`config.mk`:
```
export PLATFORM = sky130hd
export DESIGN_NAME = multicycle_control_fsm_flat
export DESIGN_NICKNAME = d
export VERILOG_FILES = /design/src/rtl/multicycle_control_fsm_if.sv /design/src/rtl/multicycle_control_fsm.sv /design/src/flat_wrapper.sv
export SDC_FILE = /design/constraint.sdc
export NUM_CORES = 1
export LEC_CHECK = 0
export ABC_AREA = 1
export BUFFER_PORTS_ARGS = -buffer_cell sky130_fd_sc_hd__buf_4
export CORE_ASPECT_RATIO = 0.7
export CORE_MARGIN = 2
export CORE_UTILIZATION = 35
export CTS_CLUSTER_SIZE = 30
export DETAILED_ROUTE_END_ITERATION = 8
export PLACE_DENSITY = 0.68
export SLEW_MARGIN = 5
export SYNTH_ARGS = -nofsm -noshare
export SYNTH_HDL_FRONTEND = slang
export SYNTH_SLANG_ARGS = --single-unit
export TNS_END_PERCENT = 20
```
`constraint.sdc`:
```
create_clock -name clock -period 4.7 [get_ports clock]
set_input_delay 0.47 -clock clock [delete_from_list [all_inputs] [get_ports clock]]
set_output_delay 0.47 -clock clock [all_outputs]
set_load 0.05 [all_outputs]
```
`src/rtl/multicycle_control_fsm_if.sv`:
```
// Control bundle between the multi-cycle sequencer and the MIPS datapath.
//   run, opcode, mem_ready  : datapath/host -> sequencer
//   PCWrite .. PCSource     : sequencer -> datapath control lines
//   instr_done, instr_count : retire pulse and retired-instruction counter
//   error, state            : sticky illegal-opcode flag and debug state
// Modport master is the sequencer side, slave is the datapath/host side.
interface multicycle_control_fsm_if;
    logic        run;
    logic [5:0]  opcode;
    logic        mem_ready;
    logic        PCWrite;
    logic        PCWriteCond;
    logic        IorD;
    logic        MemRead;
    logic        MemWrite;
    logic        IRWrite;
    logic        MemToReg;
    logic        RegDst;
    logic        RegWrite;
    logic        ALUSrcA;
    logic [1:0]  ALUSrcB;
    logic [1:0]  ALUOp;
    logic [1:0]  PCSource;
    logic        instr_done;
    logic [31:0] instr_count;
    logic        error;
    logic [3:0]  state;

    modport master (
        input  run, opcode, mem_ready,
        output PCWrite, PCWriteCond, IorD, MemRead, MemWrite, IRWrite,
               MemToReg, RegDst, RegWrite, ALUSrcA, ALUSrcB, ALUOp, PCSource,
               instr_done, instr_count, error, state
    );

    modport slave (
        output run, opcode, mem_ready,
        input  PCWrite, PCWriteCond, IorD, MemRead, MemWrite, IRWrite,
               MemToReg, RegDst, RegWrite, ALUSrcA, ALUSrcB, ALUOp, PCSource,
               instr_done, instr_count, error, state
    );
endinterface

```
`src/rtl/multicycle_control_fsm.sv`:
```
// Multi-cycle MIPS sequencer: steps each instruction through fetch / decode /
// execute / memory / write-back, stalls on mem_ready, counts retirements and
// traps illegal opcodes.
// Ports:
//   clock : rising-edge system clock
//   reset : asynchronous active-low reset
//   bus   : control bundle (master side), see multicycle_control_fsm_if
//
// state  | meaning
// -------+-------------------------------------------------
// IDLE   | parked, waits for run
// FETCH  | read instruction at PC, PC += 4 on mem_ready
// DECODE | compute branch target into ALU register
// MEMADR | effective address rs + imm
// MEMRD  | load data read, waits for mem_ready
// MEMWB  | load write-back (retire)
// MEMWR  | store write, retires on mem_ready
// EXEC   | R-type ALU operation
// ALUWB  | R-type write-back to rd (retire)
// BRANCH | beq compare, conditional PC load (retire)
// JUMP   | PC <- jump address (retire)
// ADDIEX | rs + sign-extended imm
// ADDIWB | addi write-back to rt (retire)
// ERROR  | illegal opcode trap, left only by reset
module multicycle_control_fsm (
    input  logic                     clock,
    input  logic                     reset,
    multicycle_control_fsm_if.master bus
);
    typedef enum logic [3:0] {
        IDLE   = 4'd0,  FETCH  = 4'd1,  DECODE = 4'd2,  MEMADR = 4'd3,
        MEMRD  = 4'd4,  MEMWB  = 4'd5,  MEMWR  = 4'd6,  EXEC   = 4'd7,
        ALUWB  = 4'd8,  BRANCH = 4'd9,  JUMP   = 4'd10, ADDIEX = 4'd11,
        ADDIWB = 4'd12, ERROR  = 4'd15
    } state_t;

    localparam logic [5:0] OP_RTYPE = 6'b000000;
    localparam logic [5:0] OP_LW    = 6'b100011;
    localparam logic [5:0] OP_SW    = 6'b101011;
    localparam logic [5:0] OP_BEQ   = 6'b000100;
    localparam logic [5:0] OP_J     = 6'b000010;
    localparam logic [5:0] OP_ADDI  = 6'b001000;

    state_t      state_q, state_nxt;
    logic [31:0] count_r;
    logic        pc_write_r, pc_write_cond_r, ior_d_r, mem_read_r, mem_write_r;
    logic        mem_to_reg_r, reg_dst_r, reg_write_r, alu_src_a_r, error_r;
    logic [1:0]  alu_src_b_r, alu_op_r, pc_source_r;
    // State flags for the few outputs that are qualified by mem_ready.
    logic        fetch_r, memwr_r, retire_r;
    logic        done;

    assign done = retire_r | (memwr_r & bus.mem_ready);

    always_comb begin
        state_nxt = state_q;
        case (state_q)
            IDLE:   if (bus.run) state_nxt = FETCH;
            FETCH:  if (bus.mem_ready) state_nxt = DECODE;
            DECODE: begin
                case (bus.opcode)
                    OP_LW, OP_SW: state_nxt = MEMADR;
                    OP_RTYPE:     state_nxt = EXEC;
                    OP_BEQ:       state_nxt = BRANCH;
                    OP_J:         state_nxt = JUMP;
                    OP_ADDI:      state_nxt = ADDIEX;
                    default:      state_nxt = ERROR;
                endcase
            end
            MEMADR: if (bus.opcode == OP_SW) state_nxt = MEMWR;
                    else                     state_nxt = MEMRD;
            MEMRD:  if (bus.mem_ready) state_nxt = MEMWB;
            MEMWR:  if (bus.mem_ready) begin
                        if (bus.run) state_nxt = FETCH;
                        else         state_nxt = IDLE;
                    end
            EXEC:   state_nxt = ALUWB;
            ADDIEX: state_nxt = ADDIWB;
            MEMWB, ALUWB, BRANCH, JUMP, ADDIWB: begin
                if (bus.run) state_nxt = FETCH;
                else         state_nxt = IDLE;
            end
            ERROR:  state_nxt = ERROR;
            default: state_nxt = IDLE;
        endcase
    end

    // Moore outputs are registered from the next state so they change
    // cleanly on the clock edge that enters each state.
    always_ff @(posedge clock or negedge reset) begin
        if (!reset) begin
            state_q         <= IDLE;
            count_r         <= '0;
            error_r         <= 1'b0;
            pc_write_r      <= 1'b0;
            pc_write_cond_r <= 1'b0;
            ior_d_r         <= 1'b0;
            mem_read_r      <= 1'b0;
            mem_write_r     <= 1'b0;
            mem_to_reg_r    <= 1'b0;
            reg_dst_r       <= 1'b0;
            reg_write_r     <= 1'b0;
            alu_src_a_r     <= 1'b0;
            alu_src_b_r     <= 2'b00;
            alu_op_r        <= 2'b00;
            pc_source_r     <= 2'b00;
            fetch_r         <= 1'b0;
            memwr_r         <= 1'b0;
            retire_r        <= 1'b0;
        end else begin
            state_q         <= state_nxt;
            if (done) count_r <= count_r + 32'd1;
            error_r         <= error_r | (state_nxt == ERROR);
            pc_write_r      <= 1'b0;
            pc_write_cond_r <= 1'b0;
            ior_d_r         <= 1'b0;
            mem_read_r      <= 1'b0;
            mem_write_r     <= 1'b0;
            mem_to_reg_r    <= 1'b0;
            reg_dst_r       <= 1'b0;
            reg_write_r     <= 1'b0;
            alu_src_a_r     <= 1'b0;
            alu_src_b_r     <= 2'b00;
            alu_op_r        <= 2'b00;
            pc_source_r     <= 2'b00;
            fetch_r         <= (state_nxt == FETCH);
            memwr_r         <= (state_nxt == MEMWR);
            retire_r        <= (state_nxt == MEMWB)  || (state_nxt == ALUWB) ||
                               (state_nxt == BRANCH) || (state_nxt == JUMP)  ||
                               (state_nxt == ADDIWB);
            case (state_nxt)
                FETCH:  begin mem_read_r <= 1'b1; alu_src_b_r <= 2'b01; end
                DECODE: alu_src_b_r <= 2'b11;
                MEMADR: begin alu_src_a_r <= 1'b1; alu_src_b_r <= 2'b10; end
                MEMRD:  begin mem_read_r <= 1'b1; ior_d_r <= 1'b1; end
                MEMWB:  begin mem_to_reg_r <= 1'b1; reg_write_r <= 1'b1; end
                MEMWR:  begin mem_write_r <= 1'b1; ior_d_r <= 1'b1; end
                EXEC:   begin alu_src_a_r <= 1'b1; alu_op_r <= 2'b10; end
                ALUWB:  begin reg_dst_r <= 1'b1; reg_write_r <= 1'b1; end
                BRANCH: begin
                    alu_src_a_r     <= 1'b1;
                    alu_op_r        <= 2'b01;
                    pc_write_cond_r <= 1'b1;
                    pc_source_r     <= 2'b01;
                end
                JUMP:   begin pc_write_r <= 1'b1; pc_source_r <= 2'b10; end
                ADDIEX: begin alu_src_a_r <= 1'b1; alu_src_b_r <= 2'b10; end
                ADDIWB: reg_write_r <= 1'b1;
                default: ;
            endcase
        end
    end

    // PC increment and IR load happen only on the fetch cycle that completes.
    assign bus.PCWrite     = pc_write_r | (fetch_r & bus.mem_ready);
    assign bus.IRWrite     = fetch_r & bus.mem_ready;
    assign bus.PCWriteCond = pc_write_cond_r;
    assign bus.IorD        = ior_d_r;
    assign bus.MemRead     = mem_read_r;
    assign bus.MemWrite    = mem_write_r;
    assign bus.MemToReg    = mem_to_reg_r;
    assign bus.RegDst      = reg_dst_r;
    assign bus.RegWrite    = reg_write_r;
    assign bus.ALUSrcA     = alu_src_a_r;
    assign bus.ALUSrcB     = alu_src_b_r;
    assign bus.ALUOp       = alu_op_r;
    assign bus.PCSource    = pc_source_r;
    assign bus.instr_done  = done;
    assign bus.instr_count = count_r;
    assign bus.error       = error_r;
    assign bus.state       = state_q;
endmodule

```
`src/flat_wrapper.sv`:
```
// flat-port wrapper written by rule: the top's interface ports become plain ports
module multicycle_control_fsm_flat 
  (clock, reset, bus_run, bus_opcode, bus_mem_ready, bus_PCWrite, bus_PCWriteCond, bus_IorD, bus_MemRead, bus_MemWrite, bus_IRWrite, bus_MemToReg, bus_RegDst, bus_RegWrite, bus_ALUSrcA, bus_ALUSrcB, bus_ALUOp, bus_PCSource, bus_instr_done, bus_instr_count, bus_error, bus_state);
  multicycle_control_fsm_if bus_i ();
  input  logic clock;
  input  logic reset;
  input wire logic [$bits(bus_i.run)-1:0] bus_run;
  input wire logic [$bits(bus_i.opcode)-1:0] bus_opcode;
  input wire logic [$bits(bus_i.mem_ready)-1:0] bus_mem_ready;
  output wire logic [$bits(bus_i.PCWrite)-1:0] bus_PCWrite;
  output wire logic [$bits(bus_i.PCWriteCond)-1:0] bus_PCWriteCond;
  output wire logic [$bits(bus_i.IorD)-1:0] bus_IorD;
  output wire logic [$bits(bus_i.MemRead)-1:0] bus_MemRead;
  output wire logic [$bits(bus_i.MemWrite)-1:0] bus_MemWrite;
  output wire logic [$bits(bus_i.IRWrite)-1:0] bus_IRWrite;
  output wire logic [$bits(bus_i.MemToReg)-1:0] bus_MemToReg;
  output wire logic [$bits(bus_i.RegDst)-1:0] bus_RegDst;
  output wire logic [$bits(bus_i.RegWrite)-1:0] bus_RegWrite;
  output wire logic [$bits(bus_i.ALUSrcA)-1:0] bus_ALUSrcA;
  output wire logic [$bits(bus_i.ALUSrcB)-1:0] bus_ALUSrcB;
  output wire logic [$bits(bus_i.ALUOp)-1:0] bus_ALUOp;
  output wire logic [$bits(bus_i.PCSource)-1:0] bus_PCSource;
  output wire logic [$bits(bus_i.instr_done)-1:0] bus_instr_done;
  output wire logic [$bits(bus_i.instr_count)-1:0] bus_instr_count;
  output wire logic [$bits(bus_i.error)-1:0] bus_error;
  output wire logic [$bits(bus_i.state)-1:0] bus_state;
  assign bus_i.run = bus_run;
  assign bus_i.opcode = bus_opcode;
  assign bus_i.mem_ready = bus_mem_ready;
  assign bus_PCWrite = bus_i.PCWrite;
  assign bus_PCWriteCond = bus_i.PCWriteCond;
  assign bus_IorD = bus_i.IorD;
  assign bus_MemRead = bus_i.MemRead;
  assign bus_MemWrite = bus_i.MemWrite;
  assign bus_IRWrite = bus_i.IRWrite;
  assign bus_MemToReg = bus_i.MemToReg;
  assign bus_RegDst = bus_i.RegDst;
  assign bus_RegWrite = bus_i.RegWrite;
  assign bus_ALUSrcA = bus_i.ALUSrcA;
  assign bus_ALUSrcB = bus_i.ALUSrcB;
  assign bus_ALUOp = bus_i.ALUOp;
  assign bus_PCSource = bus_i.PCSource;
  assign bus_instr_done = bus_i.instr_done;
  assign bus_instr_count = bus_i.instr_count;
  assign bus_error = bus_i.error;
  assign bus_state = bus_i.state;
  multicycle_control_fsm u_core (.clock(clock), .reset(reset), .bus(bus_i));
endmodule
```
### Word-level counts from Yosys, hierarchy flattened

Index checks and enable logic that the tools add are counted.

| word-level totals | value |
|---|---|
| word-level logic and storage cells | 88 |
| bits of input ports | 10 |
| register bits | 55 |
| output and inout bits | 54 |

| cells by class | value |
|---|---|
| reductions and logical operators | 13 |
| bitwise gates (word level) | 5 |
| multiplexer cells | 20 |
| add/subtract/negate cells | 1 |
| equal/unequal tests | 31 |

Operators with widths:

| operator | count |
|---|---|
| 4-bit equality test (second input constant) | 12 |
| 4-bit case mux with 10 select lines | 1 |
| 32-bit by 1-bit adder with 32-bit output (second input constant) | 1 |
| 4-bit by 3-bit equality test with 1-bit output (second input constant) | 8 |
| 4-bit case mux with 5 select lines | 1 |
| 4-bit by 2-bit equality test with 1-bit output (second input constant) | 4 |
| 4-bit two-way mux | 4 |
| 6-bit equality test (second input constant) | 2 |
| 1-bit two-way mux | 10 |
| 4-bit by 1-bit equality test with 1-bit output (second input constant) | 2 |
| 2-bit case mux with 2 select lines | 2 |
| 2-bit OR reduction | 4 |
| 6-bit by 2-bit equality test with 1-bit output (second input constant) | 1 |
| 6-bit by 3-bit equality test with 1-bit output (second input constant) | 1 |
| 6-bit by 4-bit equality test with 1-bit output (second input constant) | 1 |
| 6-bit zero test | 1 |
| 2-bit case mux with 3 select lines | 1 |
| 5-bit OR reduction | 1 |
| 4-bit zero test | 1 |
| 1-bit logical OR | 4 |
| 4-bit OR reduction | 1 |
| 1-bit OR | 3 |
| 3-bit OR reduction | 1 |
| 1-bit AND | 2 |
| 2-bit two-way mux | 1 |

### Longest topological paths before layout

Gate-level depths: netlist of run 1.

| depth | value |
|---|---|
| depth after elaboration | 9 |
| mapped depth | 11 |
| gate-level depth less buffers | 11 |

### Worst setup path before layout of run 1

Ideal clock, no wire load.

| timing path | value |
|---|---|
| path kind | register to register |
| start point | reg u_core.count_r[0] (netlist: u_core.bus.instr_count[0]) |
| end point | reg u_core.count_r[16] (netlist: u_core.bus.instr_count[16]) |
| cell stages (with the launch flop) | 10 |
| data arrival time | 1.789 ns |
| required time | 4.576 ns |
| clock period less this slack | 1.912 ns |
| setup slack | 2.788 ns |
| path through | dfrtp_1 -> ha_1 -> nand4_1 -> nor2_2 -> nand2_1 -> inv_2 -> nand3_1 -> nor2_1 -> nand2_1 -> xor2_1 |

| between the ends | value |
|---|---|
| word-level cells in the longest chain between the ends | 1 |

RTL lines:

| item | RTL line | source |
|---|---|---|
| from (decl) | multicycle_control_fsm.sv:45 | `logic [31:0] count_r;` |
| from (signal assigned) | multicycle_control_fsm.sv:112 | `if (done) count_r <= count_r + 32'd1;` |
| 32-bit by 1-bit adder with 32-bit output | multicycle_control_fsm.sv:112 |  |

No other way between the ends.
A chain may end at the register's enable or synchronous reset.

==> results_dict.tcl, run 1 <==
set metrics [dict create \
    skew_ps 7.114 \
    place_inst 478 \
    gp_congestion 0.9057 \
    drt_iter0_drc 160 \
    vias 2233 \
    io_pins 64 \
    cts_tree "done" \
    synth.distinct_cells 29 \
    dp.final_hpwl_microns 5040 \
    synth_ff_type "dfrtp_1" \
    setup_viol 0 \
    cpPeakStageDelay_ps 420 \
    clkPwrFrac 0.162 \
    drv_slew 0 \
    critPathLaunchType "flop" \
    grt-ovfl-total 0 \
    cts.sinks 52 \
    final_cell_mix "69 x nand2_1, 63 x buf_4, 52 x dfrtp_1" \
    crit_path_end_kind "output port" \
    fmax_ghz 0.5656 \
    power_density_mw_per_mm2 470.1 \
    seq_area_frac_synth 0.4839 \
    rsz0062_at_grt "no" \
    cts_max_level 2 \
    p_seq_frac 0.375 \
    port_buffers 63 \
    start_util 0.3641 \
    syn2layout_area_growth_pct 24.66 \
    wl_per_cell_microns 13.17 \
    slowest_stage "dfrtp_1" \
    drt_pass1_iterations 5 \
    postLayoutCoreUtil 0.4539 \
    viasPerCell 4.595 \
    ys_warn_count 0 \
    post_cts_buffers 0 \
    crit_chain "a21oi_2 > inv_2 > buf_4" \
    synthCells 320 \
    swShare 0.4653 \
    cpLargestDelayFamily "flip-flops" \
    crit_arrival_ps 1300 \
    path_clk_slew_ps 90 \
    multi_input_area_sq_mm 0.001200 \
    hold_path_class "in -> async" \
    clock-root-buffer "clkbuf_8" \
    antenna_cells 0 \
    async_reset_ff_frac 1.000 \
    cts_made_buffers 5 \
    drcViolationCount 0 \
    die_w_microns 108.8 \
    slew_headroom 0.5677 \
    track_usage 0.1612 \
    crit_required_ps 4230 \
    fin_crit_ps 1768 \
    combPwrFrac 0.463 \
    crit_fanout 12 \
    drive_gt1_frac 0.2680 \
    insertion_delay_ps 300 \
    critical_path_class "reg -> out" \
    hold_violations 0 \
    cts_buffer_depth 2 \
    ir_worst_vdd_mv 0.2786 \
    synth_edf_count 0 \
    row_count 26 \
    final_cells 486 \
    antenna_found_initial 0 \
    fillers 720 \
    period_share 0.3762 \
    yosys_register_bits 52 \
    dieHeight_microns 77.33 \
    routed_wl_microns 6399 \
    power.total_mw 1.576 \
    die_area_sq_mm 0.008410 \
    maxCapViolations 0 \
    cp-startpoint "u_core.bus.MemWrite" \
    cts-resized-gates 0 \
    fp.coreArea_sq_mm 0.007385 \
    syn_area_sq_mm 0.002689 \
    grt_pass1_vias 2093 \
    nets 398 \
    status "completed" \
    layout_commonest_cell "nand2_1" \
    ant_nets 0 \
    r2r-start "u_core.bus.instr_count[0]" \
    p_leak_nw 1.822 \
    worst_pin_slew_ps 648.4 \
    cp.buffers_inverters 2 \
    grt_pass1_wl_microns 10600 \
    regArea_sq_mm 0.001301 \
    holdBufCountCts 0 \
    internal-power_mw 0.8425 \
    synth_fp_nets 331 \
    power_switching_mw 0.7333 \
    syn-mean-instance-area_sq_um 8.403 \
    grt_max_degree 53 \
    fin_setup_tns_ps 0 \
]
flip-flops by register name, indices dropped and copies added, names as in the netlist, 2 cells and up:
| register | flops |
|---|---|
| u_core.bus.instr_count | 32 |
| u_core.bus.ALUSrcB | 2 |
| u_core.bus.state | 4 |
| u_core.bus.PCSource | 2 |
through the flow:
| stage | cell area [sq um] | setup slack, ps | hold WS (ps) |
|---|---|---|---|
| global route | 3352 | 2806 | 234.5 |
| global placement | 3262 | 2885 | 453.5 |
| detailed placement | 3262 | 2854 | 450.8 |
| floorplan | 2689 | 2788 | 174.4 |
| CTS | 3352 | 2907 | 224.1 |
| finish | 3352 | 2932 | 187.3 |
layout make-up:
class,instances,share of cell area
clock buffers,8,0.02688
well taps,98,0.03658
flip-flops and latches,52,0.3882
inverters,44,0.04927
multi-input cells,221,0.3580
repair buffers,63,0.1411
power groups by stage:
stage | Clock, mW | Combinational, mW | Sequential (mW)
floorplan | 0 | 0.321 | 0.799
global placement | 0 | 0.725 | 0.599
detailed placement | 0 | 0.730 | 0.598
CTS | 0.263 | 0.734 | 0.591
global route | 0.284 | 0.788 | 0.601
finish | 0.255 | 0.730 | 0.591
Yosys cell counts, types with 2 or more instances:
cell / number / area share
nand2_1: 69 / 0.096
dfrtp_1: 52 / 0.48
nor2_1: 44 / 0.061
inv_1: 33 / 0.046
nand3_1: 21 / 0.039
xor2_1: 17 / 0.055
nand4_1: 13 / 0.030
xnor2_1: 12 / 0.039
inv_2: 9 / 0.013
nor2_2: 6 / 0.014
nor3_1: 6 / 0.011
nand2_2: 5 / 0.012
nor2_4: 5 / 0.021
nor3_2: 4 / 0.015
o21ai_1: 4 / 0.0074
buf_4: 3 / 0.0084
o21ai_0: 3 / 0.0056
clkinv_1: 2 / 0.0028
nand2_4: 2 / 0.0084
worst reg2reg max path, stage by stage (launching register included):
cell     delay (ps)
dfrtp_1         420
ha_1            210
nand4_1         120
nor2_2          140
nand2_1         100
nor2_1          100
nand4_1         200
nor2_1          210
xor2_1          160
worst paths after layout:
check                      cells after the start                         end  slack (ps)
min in group clock                             2            u_core.bus.error         470
max                                            3              bus_instr_done        2930
max in group asynchronous                      1  u_core.bus.instr_count[12]        4070
max reg2reg                                    8  u_core.bus.instr_count[28]        2980
min reg2reg                                    2            u_core.bus.error         470
min                                            1  u_core.bus.instr_count[25]         190
logic make-up (layout without fill, tap and decap cells):
kind of cell / Yosys count / after routing / synth area share
buf+inv: 47 / 115 / 0.06980
simple gates: 179 / 179 / 0.3188
flops: 52 / 52 / 0.4839
xor+xnor: 29 / 29 / 0.09446
fa+ha+maj: 1 / 1 / 0.004653
compound gates: 12 / 12 / 0.02838
layer usage:
| layer | global-route usage | vias to the layer above | routed length [microns] |
|---|---|---|---|
| li1 | - | 1136 | - |
| met5 | 0 | - | 0 |
| met4 | 0.03462 | 0 | 61 |
| met3 | 0.03277 | 5 | 252 |
| met2 | 0.2138 | 43 | 2595 |
| met1 | 0.2645 | 1049 | 3489 |
No activity file was read; power rests on OpenSTA's default activity.
==> run 2: changes to the inputs <==
Settings changed: PLACE_DENSITY 0.68 to 0.7.
Clock period 4.7 ns to 1.5 ns, I/O delays scaled along.
==> results_dict.tcl, run 2 (synthesis results as in run 1) <==
set metrics [dict create \
    status "complete, but fails checks" \
    violations "negative setup slack" \
    hold_path_class "in -> reg" \
    postLayoutCoreUtil 0.5254 \
    io_pins 64 \
    maxCapViolations 0 \
    fmax_ghz 0.6344 \
    insertion_delay_ps 300 \
    track_usage 0.1735 \
    drt_iter0_drc 131 \
    fin_crit_ps 1576 \
    final_cells 525 \
    drt_pass1_iterations 4 \
    cts_buffer_depth 2 \
    skew_ps 18.69 \
    dieHeight_microns 77.33 \
    slew_headroom 0.7521 \
    cts_max_level 2 \
    antenna_found_initial 0 \
    drive_gt1_frac 0.4567 \
    gp_congestion 0.8624 \
    die_area_sq_mm 0.008410 \
    setup_viol 13 \
    wl_per_cell_microns 13.38 \
    crit_path_end_kind "flop" \
    place_inst 505 \
    largest_reg_flops 32 \
    internal-power_mw 3.061 \
    crit_required_ps 1700 \
    dp_slack_ps -120.3 \
    cpPeakStageDelay_ps 420 \
    worst_pin_slew_ps 370.5 \
    dp.final_hpwl_microns 5358 \
    start_util 0.3641 \
    crit_fanout 3 \
    crit_arrival_ps 1780 \
    row_count 26 \
    cts_tree "done" \
    setup_slack_ps -76.20 \
    rsz0062_at_grt "yes" \
    nets 437 \
    fp.coreArea_sq_mm 0.007385 \
    port_buffers 63 \
    viasPerCell 4.653 \
    ant_nets 0 \
    power_switching_mw 2.624 \
    cts.sinks 52 \
    final_cell_mix "99 x buf_4, 57 x nand2_1, 34 x nor2_1" \
    drv_slew 0 \
    hold_violations 0 \
    grt_pass1_vias 2362 \
    cts_made_buffers 5 \
    path_clk_slew_ps 100 \
    grt-ovfl-total 0 \
    power_density_mw_per_mm2 1465 \
    p_leak_nw 2.053 \
    combPwrFrac 0.521 \
    routed_wl_microns 7022 \
    critical_path_class "reg -> reg" \
    ir_worst_vdd_mv 1.102 \
    die_w_microns 108.8 \
    drcViolationCount 0 \
    swShare 0.4615 \
    slowest_stage "dfrtp_2" \
    crit_chain "ha_4 > nand4_1 > nor2_2 > nand2_2 > inv_2 > nand3_4 > nor2_4 > nand2_2 > xor2_1" \
    syn2layout_area_growth_pct 44.30 \
    period_share 1.051 \
    critPathLaunchType "flop" \
    grt_max_degree 30 \
    vias 2443 \
    clock-root-buffer "clkbuf_8" \
    clkPwrFrac 0.146 \
    grt_pass1_wl_microns 11540 \
    cpMostUsedCell "nand2_2" \
    layout_commonest_cell "buf_4" \
    p_seq_frac 0.334 \
    antenna_cells 0 \
]
[run 2: timing repair]
item / 4_1_cts / 5_1_grt
gates resized for setup: 15 / 29
endpoints found under the hold margin: 23 / 0
gates cloned: 0 / 0
setup endpoints to repair: 22 / 33
setup buffers: 3 / 8
hold buffers: 1 / 0
pin swaps: 6 / 15
[run 2: critical path: cells and delay by family (launching register included)]
| family | cells | cell delay (ps) |
|---|---|---|
| buffers and inverters | 1 | 90 |
| and+or+nand+nor | 6 | 690 |
| xor gates and xnor gates | 1 | 140 |
| adders and majority gates | 1 | 140 |
| DFF | 1 | 420 |
[run 2: final timing paths]
kind | startpoint | to | slack (ps) | cells after the start
min in group asynchronous | reset | u_core.bus.instr_count[30] | 280 | 2
hold / removal | bus_mem_ready | u_core.bus.MemToReg | 210 | 3
setup / recovery | u_core.bus.instr_count[1] | u_core.bus.instr_count[16] | -80 | 9
hold reg to reg | u_core.bus.error | u_core.bus.error | 490 | 2
max in group asynchronous | reset | u_core.bus.state[3] | 730 | 3
setup reg to reg | u_core.bus.instr_count[1] | u_core.bus.instr_count[16] | -80 | 9
[run 2: routing by layer]
metal | GRT usage | up-vias | wire (microns)
met5 | 0 | - | 0
met4 | 0.03974 | 0 | 49
met3 | 0.02773 | 5 | 363
met2 | 0.2594 | 68 | 3156
met1 | 0.2630 | 1152 | 3452
li1 | - | 1218 | -
[run 2: metrics by stage]
| step | cell area (sq um) | power (mW) | hold slack, ps | TNS [ps] |
|---|---|---|---|---|
| 6_report | 3880 | 5.685 | 210.3 | -411.1 |
| 5_1_grt | 3880 | 5.995 | 212.7 | -2944 |
| 4_1_cts | 3707 | 5.450 | 187.1 | -191.7 |
| 3_5_place_dp | 3527 | 4.483 | 74.37 | -639.4 |
| 3_3_place_gp | 3527 | 4.420 | 70.29 | -38.46 |
| 2_1_floorplan | 2743 | 3.578 | -145.6 | -2828 |
[run 2: area by class of cell]
class	count	area (sq um)
flip-flops and latches	52	1328
clock buffers	7	86.33
inverters	44	172.7
well taps	98	122.6
clock inverters	1	7.507
fillers	674	3505
multi-input cells	221	1370
repair buffers	102	793.3
[run 2: power groups by stage]
| stage | sequential (mW) | clock, mW | combinational, mW |
|---|---|---|---|
| final | 1.90 | 0.828 | 2.96 |
| after global routing | 1.92 | 0.905 | 3.17 |
| after CTS | 1.87 | 0.847 | 2.73 |
| after detailed placement | 1.88 | 0 | 2.60 |
| after global placement | 1.87 | 0 | 2.55 |
| after floorplan | 2.54 | 0 | 1.04 |
